**config.mk**
```make
export PLATFORM = sky130hd
export DESIGN_NAME = store_buffer_fifo
export DESIGN_NICKNAME = d
export VERILOG_FILES = /design/src/rtl/store_buffer_fifo_pkg.sv /design/src/rtl/store_buffer_fifo_fwd_select.sv /design/src/rtl/store_buffer_fifo.sv
export SDC_FILE = /design/constraint.sdc
export NUM_CORES = 2
export LEC_CHECK = 0
export CAP_MARGIN = 20
export CORE_UTILIZATION = 60
export DETAILED_ROUTE_END_ITERATION = 8
export DONT_BUFFER_PORTS = 1
export PLACE_DENSITY_LB_ADDON = 0.25
export SYNTH_ARGS = -nofsm -noshare
export SYNTH_HDL_FRONTEND = slang
export SYNTH_HIERARCHICAL = 1
export SYNTH_SLANG_ARGS = --single-unit
```
**constraint.sdc**
```tcl
create_clock -name clock -period 31.4 [get_ports clock]
set_input_delay 6.28 -clock clock [delete_from_list [all_inputs] [get_ports clock]]
set_output_delay 6.28 -clock clock [all_outputs]
set_load 0.005 [all_outputs]
```
**src/rtl/store_buffer_fifo_pkg.sv**
```systemverilog
// Shared codebase package: default D-cache line geometry and the store buffer
// entry layout. Blocks with different geometry override the widths through their
// own parameters and keep the same {line, data, be} field order.
package soc;

    localparam int SOC_DCACHE_LINE_BYTES = 16;
    localparam int SOC_ADDR_WIDTH        = 32;
    localparam int SOC_LINE_OFF_W        = $clog2(SOC_DCACHE_LINE_BYTES);

    typedef struct packed {
        logic [SOC_ADDR_WIDTH-SOC_LINE_OFF_W-1:0] line;
        logic [SOC_DCACHE_LINE_BYTES*8-1:0]       data;
        logic [SOC_DCACHE_LINE_BYTES-1:0]         be;
    } st_buf_entry_t;

endpackage

```
**src/rtl/store_buffer_fifo_fwd_select.sv**
```systemverilog
// st_buf_fwd_select: per-byte youngest-match priority selector.
// Ports:
//   match_i : per byte, match vector indexed by age (bit 0 = oldest entry)
//   found_o : per byte, at least one entry matched
//   age_o   : per byte, age index of the youngest matching entry
module st_buf_fwd_select #(
    parameter int NUM_ENTRIES = 8,
    parameter int DATA_BYTES  = 16
) (
    input  logic [DATA_BYTES-1:0][NUM_ENTRIES-1:0]         match_i,
    output logic [DATA_BYTES-1:0]                          found_o,
    output logic [DATA_BYTES-1:0][$clog2(NUM_ENTRIES)-1:0] age_o
);

    localparam int AGE_W = $clog2(NUM_ENTRIES);

    // Scan oldest to youngest so the last (youngest) match wins.
    always_comb begin
        found_o = '0;
        age_o   = '0;
        for (int b = 0; b < DATA_BYTES; b++) begin
            for (int k = 0; k < NUM_ENTRIES; k++) begin
                age_o[b]   = match_i[b][k] ? AGE_W'(k) : age_o[b];
                found_o[b] = found_o[b] | match_i[b][k];
            end
        end
    end

endmodule

```
**src/rtl/store_buffer_fifo.sv**
```systemverilog
// store_buffer_fifo: in-order circular store buffer between the memory stage and
// the data cache, with youngest-entry coalescing and byte-granular load forwarding.
// Ports:
//   clock, reset (async, active-low)
//   push_*  : store request in (valid/ready, line-positioned data, byte enables)
//   drain_* : oldest entry out to the cache (valid/ready)
//   fwd_*   : combinational load lookup against registered buffer contents
//   empty, full, count : occupancy status
module store_buffer_fifo
    import soc::*;
#(
    parameter int NUM_ENTRIES = 8,
    parameter int ADDR_WIDTH  = SOC_ADDR_WIDTH,
    parameter int DATA_BYTES  = SOC_DCACHE_LINE_BYTES,
    parameter int COALESCE    = 1
) (
    input  logic                          clock,
    input  logic                          reset,
    input  logic                          push_valid,
    output logic                          push_ready,
    input  logic [ADDR_WIDTH-1:0]         push_addr,
    input  logic [DATA_BYTES*8-1:0]       push_data,
    input  logic [DATA_BYTES-1:0]         push_be,
    output logic                          drain_valid,
    input  logic                          drain_ready,
    output logic [ADDR_WIDTH-1:0]         drain_addr,
    output logic [DATA_BYTES*8-1:0]       drain_data,
    output logic [DATA_BYTES-1:0]         drain_be,
    input  logic                          fwd_valid,
    input  logic [ADDR_WIDTH-1:0]         fwd_addr,
    input  logic [DATA_BYTES-1:0]         fwd_be,
    output logic                          fwd_hit,
    output logic                          fwd_partial,
    output logic [DATA_BYTES*8-1:0]       fwd_data,
    output logic [DATA_BYTES-1:0]         fwd_mask,
    output logic                          empty,
    output logic                          full,
    output logic [$clog2(NUM_ENTRIES):0]  count
);

    localparam int PTR_W  = $clog2(NUM_ENTRIES);
    localparam int CNT_W  = PTR_W + 1;
    localparam int OFF_W  = $clog2(DATA_BYTES);
    localparam int LINE_W = ADDR_WIDTH - OFF_W;

    // Same field order as soc::st_buf_entry_t, sized by this instance's parameters.
    typedef struct packed {
        logic [LINE_W-1:0]         line;
        logic [DATA_BYTES*8-1:0]   data;
        logic [DATA_BYTES-1:0]     be;
    } entry_t;

    entry_t               mem_ff [NUM_ENTRIES];
    entry_t               mem_d  [NUM_ENTRIES];
    logic [PTR_W-1:0]     head_ff, head_d;
    logic [PTR_W-1:0]     tail_ff, tail_d;
    logic [CNT_W-1:0]     count_ff, count_d;

    logic [LINE_W-1:0]    push_line_s;
    logic [LINE_W-1:0]    fwd_line_s;
    logic [PTR_W-1:0]     young_s;
    logic                 full_s;
    logic                 coal_match_s;
    logic                 push_fire_s;
    logic                 drain_fire_s;
    logic                 coal_do_s;
    logic                 alloc_s;
    logic                 unused_s;

    logic [DATA_BYTES-1:0][NUM_ENTRIES-1:0] match_s;
    logic [DATA_BYTES-1:0]                  found_s;
    logic [DATA_BYTES-1:0][PTR_W-1:0]       age_s;

    assign push_line_s = push_addr[ADDR_WIDTH-1:OFF_W];
    assign fwd_line_s  = fwd_addr[ADDR_WIDTH-1:OFF_W];
    assign young_s     = tail_ff - PTR_W'(1);
    assign full_s      = (count_ff == CNT_W'(NUM_ENTRIES));
    // Byte offsets inside a line never select anything: data is line-positioned.
    assign unused_s    = ^{push_addr[OFF_W-1:0], fwd_addr[OFF_W-1:0]};

    // Handshake decode. Coalescing is allowed even when full: a full buffer has at
    // least two entries, so the youngest cannot be the draining head.
    always_comb begin
        coal_match_s = 1'b0;
        if (COALESCE != 0) begin
            coal_match_s = (count_ff != '0) && (mem_ff[young_s].line == push_line_s);
        end else begin
            coal_match_s = 1'b0;
        end
        push_ready   = !full_s || coal_match_s;
        push_fire_s  = push_valid && push_ready;
        drain_fire_s = drain_valid && drain_ready;
        // A single remaining entry that is leaving this cycle must not absorb the store.
        coal_do_s    = push_fire_s && coal_match_s &&
                       !(drain_fire_s && (count_ff == CNT_W'(1)));
        alloc_s      = push_fire_s && !coal_do_s;
    end

    // Next-state for pointers, occupancy and entry contents.
    always_comb begin
        head_d  = head_ff;
        tail_d  = tail_ff;
        count_d = count_ff;
        mem_d   = mem_ff;
        if (drain_fire_s) begin
            head_d = head_ff + PTR_W'(1);
        end else begin
            head_d = head_ff;
        end
        if (coal_do_s) begin
            for (int b = 0; b < DATA_BYTES; b++) begin
                mem_d[young_s].data[b*8 +: 8] = push_be[b] ? push_data[b*8 +: 8]
                                                           : mem_ff[young_s].data[b*8 +: 8];
            end
            mem_d[young_s].be = mem_ff[young_s].be | push_be;
        end else if (alloc_s) begin
            mem_d[tail_ff].line = push_line_s;
            mem_d[tail_ff].data = push_data;
            mem_d[tail_ff].be   = push_be;
            tail_d              = tail_ff + PTR_W'(1);
        end else begin
            tail_d = tail_ff;
        end
        case ({alloc_s, drain_fire_s})
            2'b10:   count_d = count_ff + CNT_W'(1);
            2'b01:   count_d = count_ff - CNT_W'(1);
            default: count_d = count_ff;
        endcase
    end

    // Pointer and occupancy registers; reset discards every entry.
    always_ff @(posedge clock or negedge reset) begin
        if (!reset) begin
            head_ff  <= '0;
            tail_ff  <= '0;
            count_ff <= '0;
        end else begin
            head_ff  <= head_d;
            tail_ff  <= tail_d;
            count_ff <= count_d;
        end
    end

    // Entry storage; validity comes from head/count, so no reset is needed.
    always_ff @(posedge clock) begin
        mem_ff <= mem_d;
    end

    // Status and drain outputs, driven from registered state only.
    always_comb begin
        count = count_ff;
        empty = (count_ff == '0);
        full  = full_s;
        if (count_ff != '0) begin
            drain_valid = 1'b1;
            drain_addr  = {mem_ff[head_ff].line, {OFF_W{1'b0}}};
            drain_data  = mem_ff[head_ff].data;
            drain_be    = mem_ff[head_ff].be;
        end else begin
            drain_valid = 1'b0;
            drain_addr  = '0;
            drain_data  = '0;
            drain_be    = '0;
        end
    end

    // Age-ordered match vectors: age k lives at physical slot head+k.
    always_comb begin
        match_s = '0;
        for (int k = 0; k < NUM_ENTRIES; k++) begin
            for (int b = 0; b < DATA_BYTES; b++) begin
                match_s[b][k] = fwd_valid && fwd_be[b] &&
                                (CNT_W'(k) < count_ff) &&
                                (mem_ff[head_ff + PTR_W'(k)].line == fwd_line_s) &&
                                mem_ff[head_ff + PTR_W'(k)].be[b];
            end
        end
    end

    st_buf_fwd_select #(
        .NUM_ENTRIES (NUM_ENTRIES),
        .DATA_BYTES  (DATA_BYTES)
    ) u_fwd_select (
        .match_i (match_s),
        .found_o (found_s),
        .age_o   (age_s)
    );

    // Gather forwarded bytes and summarise the lookup result.
    always_comb begin
        fwd_data = '0;
        for (int b = 0; b < DATA_BYTES; b++) begin
            if (found_s[b]) begin
                fwd_data[b*8 +: 8] = mem_ff[head_ff + age_s[b]].data[b*8 +: 8];
            end else begin
                fwd_data[b*8 +: 8] = 8'h00;
            end
        end
        fwd_mask    = found_s;
        fwd_hit     = fwd_valid && (fwd_be != '0) && ((fwd_be & ~found_s) == '0);
        fwd_partial = (found_s != '0) && !fwd_hit;
    end

endmodule

```
==> flow_metrics.tcl <==
set metrics [dict create \
    drc 1 \
    fp.dieH_um 413 \
    antenna_found_initial 19 \
    coreArea_um2 167000 \
    gr-total-overflow 0 \
    worstPathArrival_ns 11.77 \
    synth_edf_count 1376 \
    cts_setup_buffers 0 \
    p_comb_share_pct 65.2 \
    leakage_uw 0.0351 \
    worstRegToRegCells 14 \
    p_seq_share_pct 20.7 \
    finalSetupViolCount 0 \
    cts.path.max_buffers 3 \
    synthMostInstantiatedCell "edfxtp_1" \
    vias 81137 \
    synth_seq_cells 1386 \
    startpoint_type "input pin" \
    p_int_uw 6740 \
    critPathKind "input pin to primary output" \
    synthTopCellsByCount "edfxtp_1 (1376), o2bb2ai_1 (1135), mux4_2 (1041)" \
    switching_power_uw 6360 \
    place.gp.congestion 1.02 \
    numPortBuffers 0 \
    grt.total_usage_pct 46.4 \
    slew_violations 0 \
    holdPathStages 1 \
    die_area_um2 171000 \
    post-route-min-period_ns 18.05 \
    synth_top_area_share_pct 40.8 \
    fin_hold_ws_ns 0.629 \
    min_path_type "flop to flop" \
    rows 150 \
    cp-endpoint "fwd_data[108]" \
    postRouteWirelength_um 403000 \
    drt_iter0_markers 13723 \
    cts_tree "yes" \
    cp_max_fo 16 \
    dp_slack_ns 13.49 \
    clock-root-buffer "clkbuf_16" \
    cts_buffers 157 \
    r2r-start "tail_ff[0]$_DFFE_PN0P_" \
    critPathLaunch "fwd_addr[20]" \
    slowest_stage "o31ai_1" \
    power_density_nw_per_um2 122 \
    cts_resized 0 \
    htree_levels 4 \
    wl_per_cell_um 41.9 \
    min_period_over_period_pct 57.5 \
    clkSlewWorstSetupHoldPaths_ns 0.05 \
    grt_start_max_net_pins 140 \
    ys_warn_count 6 \
    status "finished, violations left" \
    yosysTopAreaCell "edfxtp_1" \
    clock_skew_ns 0.0563 \
    regToRegSetupSlack_ns 21.16 \
    holdBufCountCts 0 \
    rsz0062_at_grt "false" \
    areaGrowthSynthToFinish_pct 6.23 \
    synthCells 7886 \
    cp_data_required_time_ns 25.12 \
    ios 559 \
    ir_drop_uv 183 \
    clk_latency_ns 0.86 \
    nets 7556 \
    fmax_ghz 0.0554 \
    tightest_slew_ns 1.33 \
    switching_share_pct 48.5 \
    seq_area_frac_synth_pct 41.0 \
    path_cells "xnor2_1, nor4_1, o311ai_0, nor3_1, nand4_1, buf_4, nor3_1, nor2_1, o31ai_1, fa_1, buf_4, mux4_2, mux2i_1, nor2b_1" \
    first_global_vias 77687 \
    vias_per_cell 8.43 \
    synth_cell_types 68 \
    cp-end-kind "primary output" \
    worst_path_largest_cell_delay_ns 0.86 \
    yosys-top-cells-area "edfxtp_1 (41%), mux4_2 (23%), o2bb2ai_1 (9.8%), mux2i_1 (7.1%), nand2_1 (2.1%)" \
    drv_cap 0 \
    netlist_area_um2 101000 \
    clock_sinks 1386 \
    timing.slew.headroom_pct 11.1 \
    ant_nets 0 \
    dr.pass1.iters 8 \
    violations "design-rule violations" \
    start_util_pct 60.6 \
    die_x_um 413 \
    layout-drive-gt1-share_pct 21.4 \
    syn_area_per_cell_um2 12.9 \
    dpl.hpwl_um 235000 \
    grt_pass1_wl_um 563000 \
    hold_viol 0 \
    reg2reg_to "mem_ff[757]$_DFFE_PP_" \
    worst_slack_ns 13.35 \
    synthArstFlopShare_pct 0.722 \
    tns_ns 0 \
    synth_flop_cell "edfxtp_1" \
    pwr-share-clk_pct 14.1 \
]
## cells in the final DEF (no fill, tap or decap), types with 14 or more instances in the layout
master	synthesis	routed
a21oi_1	345	339
a221oi_1	26	26
a22oi_1	26	26
a311oi_1	46	46
a31oi_1	46	46
and2_1	168	168
and4_1	17	17
buf_12	1	23
buf_4	6	171
bufinv_16	0	14
clkbuf_1	537	33
clkbuf_16	0	157
clkinv_1	9	37
clkinv_2	0	28
edfxtp_1	1376	1376
fa_1	16	16
ha_1	24	22
inv_1	54	53
mux2_2	23	23
mux2i_1	721	721
mux4_2	1041	1041
nand2_1	573	572
nand3_1	72	72
nand4_1	58	58
nor2_1	332	312
nor2_4	0	15
nor2b_1	111	111
nor3_1	89	87
nor3b_1	32	32
nor4_1	47	44
o21ai_0	67	64
o2bb2ai_1	1135	1135
o2bb2ai_2	17	17
o31ai_1	32	32
xnor2_1	143	130
xor2_1	145	142
## stage by stage
step | cells | power (uW) | area [um2] | utilization [%]
final | 9623 | 13100 | 108000 | 64.3
after floorplan | 7889 | 8440 | 101000 | -
after detailed placement | 9320 | 10900 | 102000 | 61.2
after global routing | 9613 | 13400 | 108000 | 64.3
after CTS | 9600 | 12700 | 107000 | 64.2
after global placement | 9319 | 10700 | 102000 | 61.2
## per-layer routing
layer	part of all wire, %	GRT usage [%]
met1	31	57.5
met2	43	67.1
met3	19	20.1
met4	7.3	27.8
met5	0.045	0.0848
## cell families after synthesis
| family | count (synthesis) | share of synthesized area (%) |
|---|---|---|
| XOR/XNOR | 290 | 2.52 |
| AND/OR/NAND/NOR | 1531 | 7.12 |
| flip-flops | 1386 | 41.0 |
| multiplexers | 1786 | 30.5 |
| buffers and inverters | 1029 | 4.09 |
| AO/OA/AOI/OAI | 1823 | 14.1 |
| other | 1 | 0.00370 |
| adder cells (fa/ha/maj) | 40 | 0.612 |
## flip-flops by register name, summed over array words and instances, names as in the netlist
| signal | flops |
|---|---|
| mem_ff | 1376 |
| head_ff | 3 |
| count | 4 |
| tail_ff | 3 |
## layout make-up
| type | instances | area [um2] |
|---|---|---|
| Antenna cell | 11 | 27.5 |
| Sequential cell | 1386 | 41600 |
| Multi-Input combinational cell | 5474 | 56200 |
| Fill cell | 12188 | 59700 |
| Clock buffer | 190 | 4050 |
| Timing Repair Buffer | 202 | 1860 |
| Tap cell | 2204 | 2760 |
| Clock inverter | 90 | 980 |
| Inverter | 66 | 273 |
## worst min-delay path by stage
stage	from	slack, ns	endpoint
after floorplan	count[0]$_DFFE_PN0P_	0.55	count[0]$_DFFE_PN0P_
after global placement	count[0]$_DFFE_PN0P_	0.58	count[0]$_DFFE_PN0P_
after detailed placement	count[0]$_DFFE_PN0P_	0.61	count[0]$_DFFE_PN0P_
after CTS	count[0]$_DFFE_PN0P_	0.63	count[0]$_DFFE_PN0P_
after global routing	count[0]$_DFFE_PN0P_	0.66	count[0]$_DFFE_PN0P_
final	count[0]$_DFFE_PN0P_	0.63	count[0]$_DFFE_PN0P_
## power groups by stage
stage | logic (uW) | registers (uW) | clock network, uW
2_1_floorplan | 5750 | 2690 | 0
3_3_place_gp | 8020 | 2710 | 0
3_5_place_dp | 8150 | 2730 | 0
4_1_cts | 8180 | 2700 | 1850
5_1_grt | 8730 | 2730 | 1910
6_report | 8540 | 2710 | 1850
## critical path, delay by kind of cell
family | cells | cell delay [ns]
multiplexers | 2 | 1.22
XOR/XNOR | 1 | 0.16
buffers and inverters | 2 | 0.58
AO/OA/AOI/OAI | 2 | 1.24
adder cells (fa/ha/maj) | 1 | 0.58
AND/OR/NAND/NOR | 6 | 1.65
Power figures use the tool's default switching activity.
